--- src/rtl/instr_fetch_pkg.sv ---
// rtl/instr_fetch_pkg.sv - shared widths, fetch FSM encoding and buffer entry type
package instr_fetch_pkg;

    localparam int XLEN = 64;
    localparam int ILEN = 32;

    localparam logic [XLEN-1:0] DEFAULT_RESET_PC = 64'h0;

    // Fetch FSM encoding
    localparam logic [1:0] ST_FETCH = 2'd0;
    localparam logic [1:0] ST_WAIT  = 2'd1;
    localparam logic [1:0] ST_DROP  = 2'd2;

    // One instruction buffer entry: 32-bit word plus the address it came from (96 bits)
    typedef struct packed {
        logic [ILEN-1:0] instr;
        logic [XLEN-1:0] pc;
    } fetch_entry_t;

    // Force an address onto a 4-byte boundary
    function automatic logic [XLEN-1:0] align_word(input logic [XLEN-1:0] addr);
        return addr & ~(XLEN'(3));
    endfunction

endpackage

--- src/rtl/instr_fetch_if.sv ---
// rtl/instr_fetch_if.sv - instruction memory, decode and redirect signals of the fetch stage
interface instr_fetch_if;
    import instr_fetch_pkg::*;

    logic            imem_req;
    logic [XLEN-1:0] imem_addr;
    logic            imem_rvalid;
    logic [ILEN-1:0] imem_rdata;
    logic            if_valid;
    logic [ILEN-1:0] if_instr;
    logic [6:0]      if_opcode;
    logic [XLEN-1:0] if_pc;
    logic            id_ready;
    logic            redirect;
    logic [XLEN-1:0] redirect_pc;

    // Fetch stage side
    modport master (
        output imem_req, imem_addr, if_valid, if_instr, if_opcode, if_pc,
        input  imem_rvalid, imem_rdata, id_ready, redirect, redirect_pc
    );

    // Memory / decode / branch-unit side
    modport slave (
        input  imem_req, imem_addr, if_valid, if_instr, if_opcode, if_pc,
        output imem_rvalid, imem_rdata, id_ready, redirect, redirect_pc
    );

endinterface

--- src/rtl/instr_fetch_fifo.sv ---
// rtl/instr_fetch_fifo.sv - two-entry instruction buffer with push, pop, flush and count
module fetch_fifo
    import instr_fetch_pkg::*;
(
    input  logic         clk,
    input  logic         reset,
    input  logic         push,
    input  fetch_entry_t push_data,
    input  logic         pop,
    input  logic         flush,
    output logic         head_valid,
    output fetch_entry_t head_data,
    output logic [1:0]   count
);

    fetch_entry_t mem_q [2];
    fetch_entry_t mem_d [2];
    logic         rd_ptr_q, rd_ptr_d;
    logic         wr_ptr_q, wr_ptr_d;
    logic [1:0]   count_q, count_d;
    logic         do_push, do_pop;

    // Next-state of storage and pointers; flush wins over push/pop, pop on empty is dropped
    always_comb begin
        mem_d    = mem_q;
        rd_ptr_d = rd_ptr_q;
        wr_ptr_d = wr_ptr_q;
        count_d  = count_q;
        do_pop   = pop && (count_q != 2'd0);
        do_push  = push && ((count_q != 2'd2) || do_pop);
        if (flush) begin
            rd_ptr_d = 1'b0;
            wr_ptr_d = 1'b0;
            count_d  = 2'd0;
        end else begin
            if (do_push) begin
                mem_d[wr_ptr_q] = push_data;
                wr_ptr_d        = ~wr_ptr_q;
            end
            if (do_pop) begin
                rd_ptr_d = ~rd_ptr_q;
            end
            count_d = count_q + {1'b0, do_push} - {1'b0, do_pop};
        end
    end

    // Buffer state registers
    always_ff @(posedge clk or posedge reset) begin
        if (reset) begin
            mem_q[0] <= '0;
            mem_q[1] <= '0;
            rd_ptr_q <= 1'b0;
            wr_ptr_q <= 1'b0;
            count_q  <= 2'd0;
        end else begin
            mem_q    <= mem_d;
            rd_ptr_q <= rd_ptr_d;
            wr_ptr_q <= wr_ptr_d;
            count_q  <= count_d;
        end
    end

    // An empty buffer presents zeros rather than stale contents
    assign head_valid = (count_q != 2'd0);
    assign head_data  = head_valid ? mem_q[rd_ptr_q] : '0;
    assign count      = count_q;

endmodule

--- src/rtl/instr_fetch.sv ---
// rtl/instr_fetch.sv - single-outstanding-request instruction fetch stage with redirect flush
module instr_fetch
    import instr_fetch_pkg::*;
#(
    parameter logic [XLEN-1:0] RESET_PC   = DEFAULT_RESET_PC,
    parameter int              FIFO_DEPTH = 2
) (
    input logic         clk,
    input logic         reset,
    instr_fetch_if.master bus
);

    localparam logic [1:0] DEPTH_C = 2'(FIFO_DEPTH);

    logic [1:0]      state_q, state_d;
    logic [XLEN-1:0] pc_q, pc_d;
    logic [XLEN-1:0] req_addr_q, req_addr_d;

    logic            req;
    logic            push;
    logic            pop;
    logic            flush;
    logic            head_valid;
    logic [1:0]      count;
    fetch_entry_t    push_data;
    fetch_entry_t    head;

    // Fetch FSM: redirect overrides everything; a response seen while redirecting or in DROP is discarded
    always_comb begin
        state_d    = state_q;
        pc_d       = pc_q;
        req_addr_d = req_addr_q;
        req        = 1'b0;
        push       = 1'b0;
        flush      = 1'b0;
        if (bus.redirect) begin
            flush = 1'b1;
            pc_d  = align_word(bus.redirect_pc);
            case (state_q)
                ST_WAIT:  state_d = bus.imem_rvalid ? ST_FETCH : ST_DROP;
                ST_DROP:  state_d = bus.imem_rvalid ? ST_FETCH : ST_DROP;
                default:  state_d = ST_FETCH;
            endcase
        end else begin
            case (state_q)
                ST_FETCH: begin
                    if (count < DEPTH_C) begin
                        req        = 1'b1;
                        req_addr_d = pc_q;
                        pc_d       = pc_q + 64'd4;
                        state_d    = ST_WAIT;
                    end
                end
                ST_WAIT: begin
                    if (bus.imem_rvalid) begin
                        push    = 1'b1;
                        state_d = ST_FETCH;
                    end
                end
                ST_DROP: begin
                    if (bus.imem_rvalid) begin
                        state_d = ST_FETCH;
                    end
                end
                default: state_d = ST_FETCH;
            endcase
        end
    end

    // FSM, pc and outstanding-request address registers
    always_ff @(posedge clk or posedge reset) begin
        if (reset) begin
            state_q    <= ST_FETCH;
            pc_q       <= RESET_PC;
            req_addr_q <= '0;
        end else begin
            state_q    <= state_d;
            pc_q       <= pc_d;
            req_addr_q <= req_addr_d;
        end
    end

    assign push_data.instr = bus.imem_rdata;
    assign push_data.pc    = req_addr_q;
    assign pop             = head_valid && bus.id_ready && !bus.redirect;

    fetch_fifo u_fifo (
        .clk        (clk),
        .reset      (reset),
        .push       (push),
        .push_data  (push_data),
        .pop        (pop),
        .flush      (flush),
        .head_valid (head_valid),
        .head_data  (head),
        .count      (count)
    );

    // Request is held low while reset is asserted even though the FSM already sits in FETCH
    assign bus.imem_req  = req && !reset;
    assign bus.imem_addr = pc_q;
    assign bus.if_valid  = head_valid;
    assign bus.if_instr  = head.instr;
    assign bus.if_pc     = head.pc;
    assign bus.if_opcode = head.instr[6:0];

endmodule

--- src/flat_wrapper.sv ---
// flat-port wrapper written by rule: the top's interface ports become plain ports
module instr_fetch_flat import instr_fetch_pkg::*;
#(
    parameter logic [XLEN-1:0] RESET_PC   = DEFAULT_RESET_PC,
    parameter int              FIFO_DEPTH = 2
)
  (clk, reset, bus_imem_req, bus_imem_addr, bus_if_valid, bus_if_instr, bus_if_opcode, bus_if_pc, bus_imem_rvalid, bus_imem_rdata, bus_id_ready, bus_redirect, bus_redirect_pc);
  instr_fetch_if bus_i ();
  input logic clk;
  input logic reset;
  output wire logic [$bits(bus_i.imem_req)-1:0] bus_imem_req;
  output wire logic [$bits(bus_i.imem_addr)-1:0] bus_imem_addr;
  output wire logic [$bits(bus_i.if_valid)-1:0] bus_if_valid;
  output wire logic [$bits(bus_i.if_instr)-1:0] bus_if_instr;
  output wire logic [$bits(bus_i.if_opcode)-1:0] bus_if_opcode;
  output wire logic [$bits(bus_i.if_pc)-1:0] bus_if_pc;
  input wire logic [$bits(bus_i.imem_rvalid)-1:0] bus_imem_rvalid;
  input wire logic [$bits(bus_i.imem_rdata)-1:0] bus_imem_rdata;
  input wire logic [$bits(bus_i.id_ready)-1:0] bus_id_ready;
  input wire logic [$bits(bus_i.redirect)-1:0] bus_redirect;
  input wire logic [$bits(bus_i.redirect_pc)-1:0] bus_redirect_pc;
  assign bus_imem_req = bus_i.imem_req;
  assign bus_imem_addr = bus_i.imem_addr;
  assign bus_if_valid = bus_i.if_valid;
  assign bus_if_instr = bus_i.if_instr;
  assign bus_if_opcode = bus_i.if_opcode;
  assign bus_if_pc = bus_i.if_pc;
  assign bus_i.imem_rvalid = bus_imem_rvalid;
  assign bus_i.imem_rdata = bus_imem_rdata;
  assign bus_i.id_ready = bus_id_ready;
  assign bus_i.redirect = bus_redirect;
  assign bus_i.redirect_pc = bus_redirect_pc;
  instr_fetch #(.RESET_PC(RESET_PC), .FIFO_DEPTH(FIFO_DEPTH)) u_core (.clk(clk), .reset(reset), .bus(bus_i));
endmodule
--- config.mk ---
export PLATFORM = sky130hd
export DESIGN_NAME = instr_fetch_flat
export DESIGN_NICKNAME = d
export VERILOG_FILES = /design/src/rtl/instr_fetch_pkg.sv /design/src/rtl/instr_fetch_if.sv /design/src/rtl/instr_fetch_fifo.sv /design/src/rtl/instr_fetch.sv /design/src/flat_wrapper.sv
export SDC_FILE = /design/constraint.sdc
export NUM_CORES = 1
export LEC_CHECK = 0
export BUFFER_PORTS_ARGS = -buffer_cell sky130_fd_sc_hd__clkbuf_2
export CORE_UTILIZATION = 49
export CTS_CLUSTER_DIAMETER = 80
export DETAILED_ROUTE_END_ITERATION = 10
export PLACE_DENSITY = 0.85
export SLEW_MARGIN = 20
export SYNTH_ARGS = -nofsm -noshare
export SYNTH_HDL_FRONTEND = slang
export SYNTH_SLANG_ARGS = --single-unit
--- constraint.sdc ---
create_clock -name clk -period 9.41 [get_ports clk]
set_clock_uncertainty 0.2 [all_clocks]
set_input_delay 0.4705 -clock clk [delete_from_list [all_inputs] [get_ports clk]]
set_output_delay 0.4705 -clock clk [all_outputs]
set_load 0.01 [all_outputs]
After elaboration in Yosys (flattened, before gate mapping)

Cells that the tools add are included.

Bits in registers: 326
Bits in latches: 0
Bits in writable memories: 0
ROM bits: 0
Word-level logic and storage cells: 76
Memories: 0

$add $sub $neg: 3
Multipliers: 0
Divide/modulo/power cells: 0
$lt $le $gt $ge: 4
Equal/unequal tests: 5
Shift-type cells: 0
Mux-type cells: 28
Bitwise operators: 6
Reductions and logical operators: 20

Operators with widths:

| kind                    | number |
|---|---|
| $mux W96                | 5 |
| $bwmux W192             | 1 |
| $mux W64                | 3 |
| $demux W96 S1           | 1 |
| $add A64 B3 Y64 const B | 1 |
| $mux W2                 | 6 |
| $mux W1                 | 11 |
| $reduce_bool A2 Y1      | 5 |
| $logic_and A1 B1 Y1     | 6 |
| $reduce_and A2 Y1       | 3 |
| $ge A2 B2 Y1 const B    | 2 |
| $not A1 Y1              | 4 |
| $not A1 Y2              | 2 |
| $pmux W2 S2             | 1 |
| $ne A3 B1 Y1 const B    | 1 |
| $ne A3 B2 Y1 const B    | 1 |
| $reduce_and A3 Y1       | 1 |
| $add A2 B1 Y2           | 1 |
| $eq A2 B1 Y1 const B    | 1 |
| $eq A2 B2 Y1 const B    | 1 |
| $logic_not A1 Y1        | 2 |
| $logic_not A2 Y1        | 1 |
| $lt A2 B1 Y1 const B    | 1 |
| $lt A2 B2 Y1 const B    | 1 |
| 4 further kinds         | 4 |

Logic depth before layout (Yosys ltp)

Depth after elaboration: 9
Depth in mapped cells: 10
Depth with buffers taken out: 9

By module

A second synthesis with hierarchy kept.

Cells, all modules: 1229
Area total of the unflattened synthesis: 15124.5 µm²

By module, submodules not included:

| module      | instances | cells each | area each (µm²) |
|---|---|---|---|
| fetch_fifo  | 1         | 645        | 8904.8 |
| instr_fetch | 1         | 584        | 6219.7 |

Worst setup path before layout

Ideal clock, no wire load.

Kind: input to output
Start point: input port reset
End point: output port bus_imem_req
Data arrival time: 7.888 ns
Required time: 8.740 ns
Setup slack: 0.852 ns
Cell stages on the path: 2
Buffers on the path: 0
Path through: inv_1 -> and3_1

Cells in the longest elaborated chain, start to end: 2

RTL lines:

| item                       | RTL line           | source |
|---|---|---|
| from (decl)                | flat_wrapper.sv:10 | `input logic reset;` |
| $logic_not A1 Y1 (no line) | --                 |  |
| $logic_and A1 B1 Y1        | instr_fetch.sv:100 | `assign bus.imem_req = req && !reset;` |
| to (decl)                  | flat_wrapper.sv:11 | `output wire logic [$bits(bus_i.imem_req)-1:0] bus_imem_req;` |

No other way between the ends.

Final worst setup path

Start point: input port bus_redirect
End point: register u_core.u_fifo.mem_q[167] (netlist name)

Cells in the longest elaborated chain, start to end: 6
Elaborated cells on any way between the ends: 9

RTL lines:

| item                            | RTL line               | source |
|---|---|---|
| from (decl)                     | flat_wrapper.sv:20     | `input wire logic [$bits(bus_i.redirect)-1:0] bus_redirect;` |
| $logic_not A1 Y1                | instr_fetch.sv:85      | `assign pop = head_valid && bus.id_ready && !bus.redirect;` |
| $logic_and A1 B1 Y1             | instr_fetch.sv:85      |  |
| $logic_and A1 B1 Y1             | instr_fetch_fifo.sv:29 | `do_pop = pop && (count_q != 2'd0);` |
| $logic_or A1 B1 Y1              | instr_fetch_fifo.sv:30 | `do_push = push && ((count_q != 2'd2) \|\| do_pop);` |
| $logic_and A1 B1 Y1             | instr_fetch_fifo.sv:30 |  |
| $reduce_and A2 Y1 (no line) (*) | --                     |  |
| to (signal assigned)            | instr_fetch_fifo.sv:56 | `mem_q <= mem_d;` |
| to (decl)                       | instr_fetch_fifo.sv:16 | `fetch_entry_t mem_q [2];` |

Every way passes the cells marked *; elsewhere a longest branch is shown, timed or not.
A chain may end at the register's enable or synchronous reset.

==> out/qor_table.md <==
| Quantity | Value | Unit |
|:---|:---|:---|
| Chain of cells forming the critical path | buf_2 -> inv_1 -> buf_4 -> nand4_1 -> nor2_4 -> buf_4 -> mux2_2 | - |
| Root cell of the clock tree | clkbuf_16 | - |
| Number of vias per cell after detailed routing | 5.64 | - |
| Number of gates resized after cts | 0 | - |
| Cell seen most often among critical-path stages | buf_4 | - |
| Number of antenna violations at the first check in global routing | 2 | - |
| Total global routing track utilization | 24.1 | % |
| DRT iter0 DRCs | 786 | - |
| Worst setup EP type | flip-flop | - |
| Clock latency of the later-clocked register in the worst-skew pair | 500 | ps |
| Slew margin rel. | 20.7 | % |
| Hold-fix buffers at CTS | 42 | - |
| Mapped Area | 14700 | um2 |
| Post-synthesis sequential element count | 318 | - |
| GR Overflow Total | 0 | - |
| Fin. Hold Viols | 0 | - |
| TritonCTS clock tree | done | - |
| VDD IR-drop max | 175 | uV |
| Data arrival time of the worst path | 3870 | ps |
| Buffers from clock root to sink, at most | 3 | - |
| Family with the most delay on the worst path | buffers and inverters | - |
| Max-Cap Viols | 0 | - |
| Outcome | complete, no violations | - |
| Die outline width | 175 | um |
| Fmax | 271 | MHz |
| Leading cell type in the layout, fill and taps excluded | dfrtp_1 | - |
| Sequential Power Share | 46.8 | % |
| Worst-margin pin slew | 1180 | ps |
| Syn_area_per_cell | 11.9 | um2 |
| Power per unit of standard cell area | 275 | nW/um2 |
| Beginning of the worst register-to-register path | u_core.state_q[1] | - |
| Synthesis Warnings | 0 | - |
| Number of flops mapped to enable cells by yosys | 0 | - |
| Internal cell power | 0.00342 | W |
| Number of levels the H-tree was split into | 2 | - |
| Proportion of synthesized flip-flops having asynchronous set or reset | 100 | % |
| Setup Crit Path Kind | in2reg | - |
| Layout cell share with drive strength beyond 1 | 38.8 | % |
| Number of post-CTS setup repair buffers | 0 | - |
| Setup violation total in the final timing report | 0 | - |
| Clock tree sinks | 318 | - |
| Slowest cell on the critical path | nor2_4 | - |
| Number of buffer and inverter instances along the worst setup path | 4 | - |
| Origin of the worst setup path | bus_redirect | - |
| Non-filler instance count after layout | 1915 | - |
| Worst hold path class | in2reg | - |
| Max incr delay on CP | 860 | ps |
| Number of antenna-violating nets in the routed design | 0 | - |
| Final routed wire length divided by cell count | 19.4 | um |
| Port Buf Inserts | 263 | - |
| Clock slew at reported path FFs | 60 | ps |
| Initial core utilization | 49.7 | % |
| Startpoint kind of the worst setup timing path | input port | - |
| Fraction of power consumed by combinational cells | 26.3 | % |
| Hold path startpoint | bus_redirect_pc[49] | - |
| Top library cells by usage in the layout, fill and taps aside | dfrtp_1, clkbuf_2, mux2_2, nor2_1, mux2i_1 | - |
| Minimum period implied by the final worst setup slack | 3690 | ps |
| Clock Power Share | 26.9 | % |
| Total negative slack for setup checks | 0 | ps |
| Core region area | 29600 | um2 |
| Total clock buffers created by CTS | 34 | - |
| Placed wire-length estimate after detailed placement | 23.8 | mm |
| Maximum number of pins on one net before global-route repair | 89 | - |
| First-pass GRT wire length | 58.5 | mm |
| Dominant synthesized flop cell | dfrtp_1 | - |
| Synth-to-layout area growth | 20.9 | % |
| Die height | 175 | um |
| Total wirelength of the detailed-routed design | 37.1 | mm |
| Via count of the first global-routing pass | 11100 | - |
| Setup repair after global routing missed its margin | no | - |
| Critical-path maximum fanout | 67 | - |
| Standard-cell row count | 63 | - |
| Power dissipated by switching net loads | 0.00147 | W |
| Die Outline Area | 30800 | um2 |
| Fill cell count | 2325 | - |
| Max-slew violation count | 0 | - |
| Number of nets in the layout | 1611 | - |
| Last weighted congestion value of the routability-driven placer | 0.833 | - |
| Post-synthesis sequential area ratio | 54.0 | % |
| Count of different cell masters after synthesis | 42 | - |
| First drt pass iteration count | 5 | - |
| Leakage dissipation | 8.03 | nW |
| Switching portion of total power | 30.0 | % |
| Ports | 270 | - |
| Final cell utilization of the core | 60.1 | % |
| Number of cells produced by synthesis | 1234 | - |
| DRC violation count after routing | 0 | - |
| Total number of vias | 10800 | - |
| Endpoint required time on the critical path | 9590 | ps |
| Total placed cells including tap cells | 1816 | - |
| Final worst-path cycle share | 39.2 | % |
-- worst register-to-register path: stages (launching register included) --
cell and delay, ps:
dfrtp_1 360, inv_1 100, ha_1 160, nand4_1 230
nor2_4 860, buf_4 870, mux2_2 530
-- cell usage after synthesis (all sizes together), types with 14 or more instances --
cell type | n | area (um2)
dfrtp | 318 | 7960
a31oi | 16 | 100
nor4 | 18 | 113
mux2 | 253 | 2850
inv | 14 | 52.6
buf | 35 | 184
xnor2 | 23 | 201
o21ai | 46 | 230
nor2 | 128 | 480
nand3 | 27 | 135
nand4 | 29 | 188
mux2i | 96 | 961
or4 | 14 | 109
clkbuf | 51 | 191
nand2 | 69 | 259
xor2 | 20 | 175
-- kinds of logic (layout without fill, tap and decap cells) --
family	after synthesis	after routing	share of synthesized area (%)
compound gates	80	80	3.19
xor+xnor	43	43	2.56
fa+ha+maj	5	5	0.425
buf+inv	100	387	2.90
flops	318	318	54.0
mux	349	349	25.9
other cells	1	5	0.0255
simple gates	338	338	11.0
-- sequential cells by signal, indices dropped and copies added, names as in the netlist --
signal / flops
u_core.u_fifo.wr_ptr_q: 1
u_core.req_addr_q: 62
u_core.bus.imem_addr: 62
u_core.state_q: 2
u_core.u_fifo.mem_q: 188
u_core.u_fifo.rd_ptr_q: 1
u_core.u_fifo.count: 2
-- worst paths after layout --
path,endpoint,slack [ps],depth (start not counted)
setup / recovery,u_core.u_fifo.mem_q[167],5720,7
hold / removal,u_core.bus.imem_addr[49],10,3
setup reg to reg,u_core.u_fifo.mem_q[167],5980,6
hold reg to reg,u_core.u_fifo.mem_q[138],300,1
max in group asynchronous,u_core.req_addr_q[41],6440,5
min in group asynchronous,u_core.u_fifo.mem_q[94],340,3
-- power groups by stage --
| stage | clock [W] | sequential, W | combinational, W |
|---|---|---|---|
| after global placement | 0 | 0.00225 | 0.00122 |
| after global routing | 0.00140 | 0.00236 | 0.00140 |
| after detailed placement | 0 | 0.00230 | 0.00127 |
| after CTS | 0.00135 | 0.00228 | 0.00130 |
| final | 0.00132 | 0.00229 | 0.00129 |
| after floorplan | 0 | 0.00219 | 0.000981 |
-- metrics by stage --
stage / setup slack, ps / hold slack (ps) / total power [W] / cell area, um2
after detailed placement: 5220 / 293 / 0.00358 / 16300
after CTS: 5730 / 1.49 / 0.00493 / 17800
after floorplan: 2730 / 279 / 0.00317 / 14700
after global routing: 5530 / 6.89 / 0.00516 / 17800
after global placement: 5280 / 286 / 0.00347 / 16300
final: 5720 / 9.99 / 0.00489 / 17800
-- layout make-up --
class,instances,area (um2),area share [%]
Timing Repair Buffer,318,1840,10.3
Clock buffer,45,953,5.35
Sequential cell,318,7960,44.7
Multi-Input combinational cell,819,6380,35.8
Tap cell,390,488,2.74
Clock inverter,10,129,0.724
Antenna cell,1,2.50,0.0140
Inverter,14,56.3,0.316
-- routing by layer --
metal | vias up | part of all wire [%] | routed length [um] | GRT usage, %
li1 | 4884 | - | - | -
met1 | 5416 | 41 | 15200 | 30.3
met2 | 388 | 49 | 18000 | 39.8
met3 | 103 | 6.8 | 2510 | 5.52
met4 | 2 | 3.5 | 1310 | 10.7
met5 | - | 0.032 | 12 | 0
Note: power is estimated with default switching activity, not from simulation.
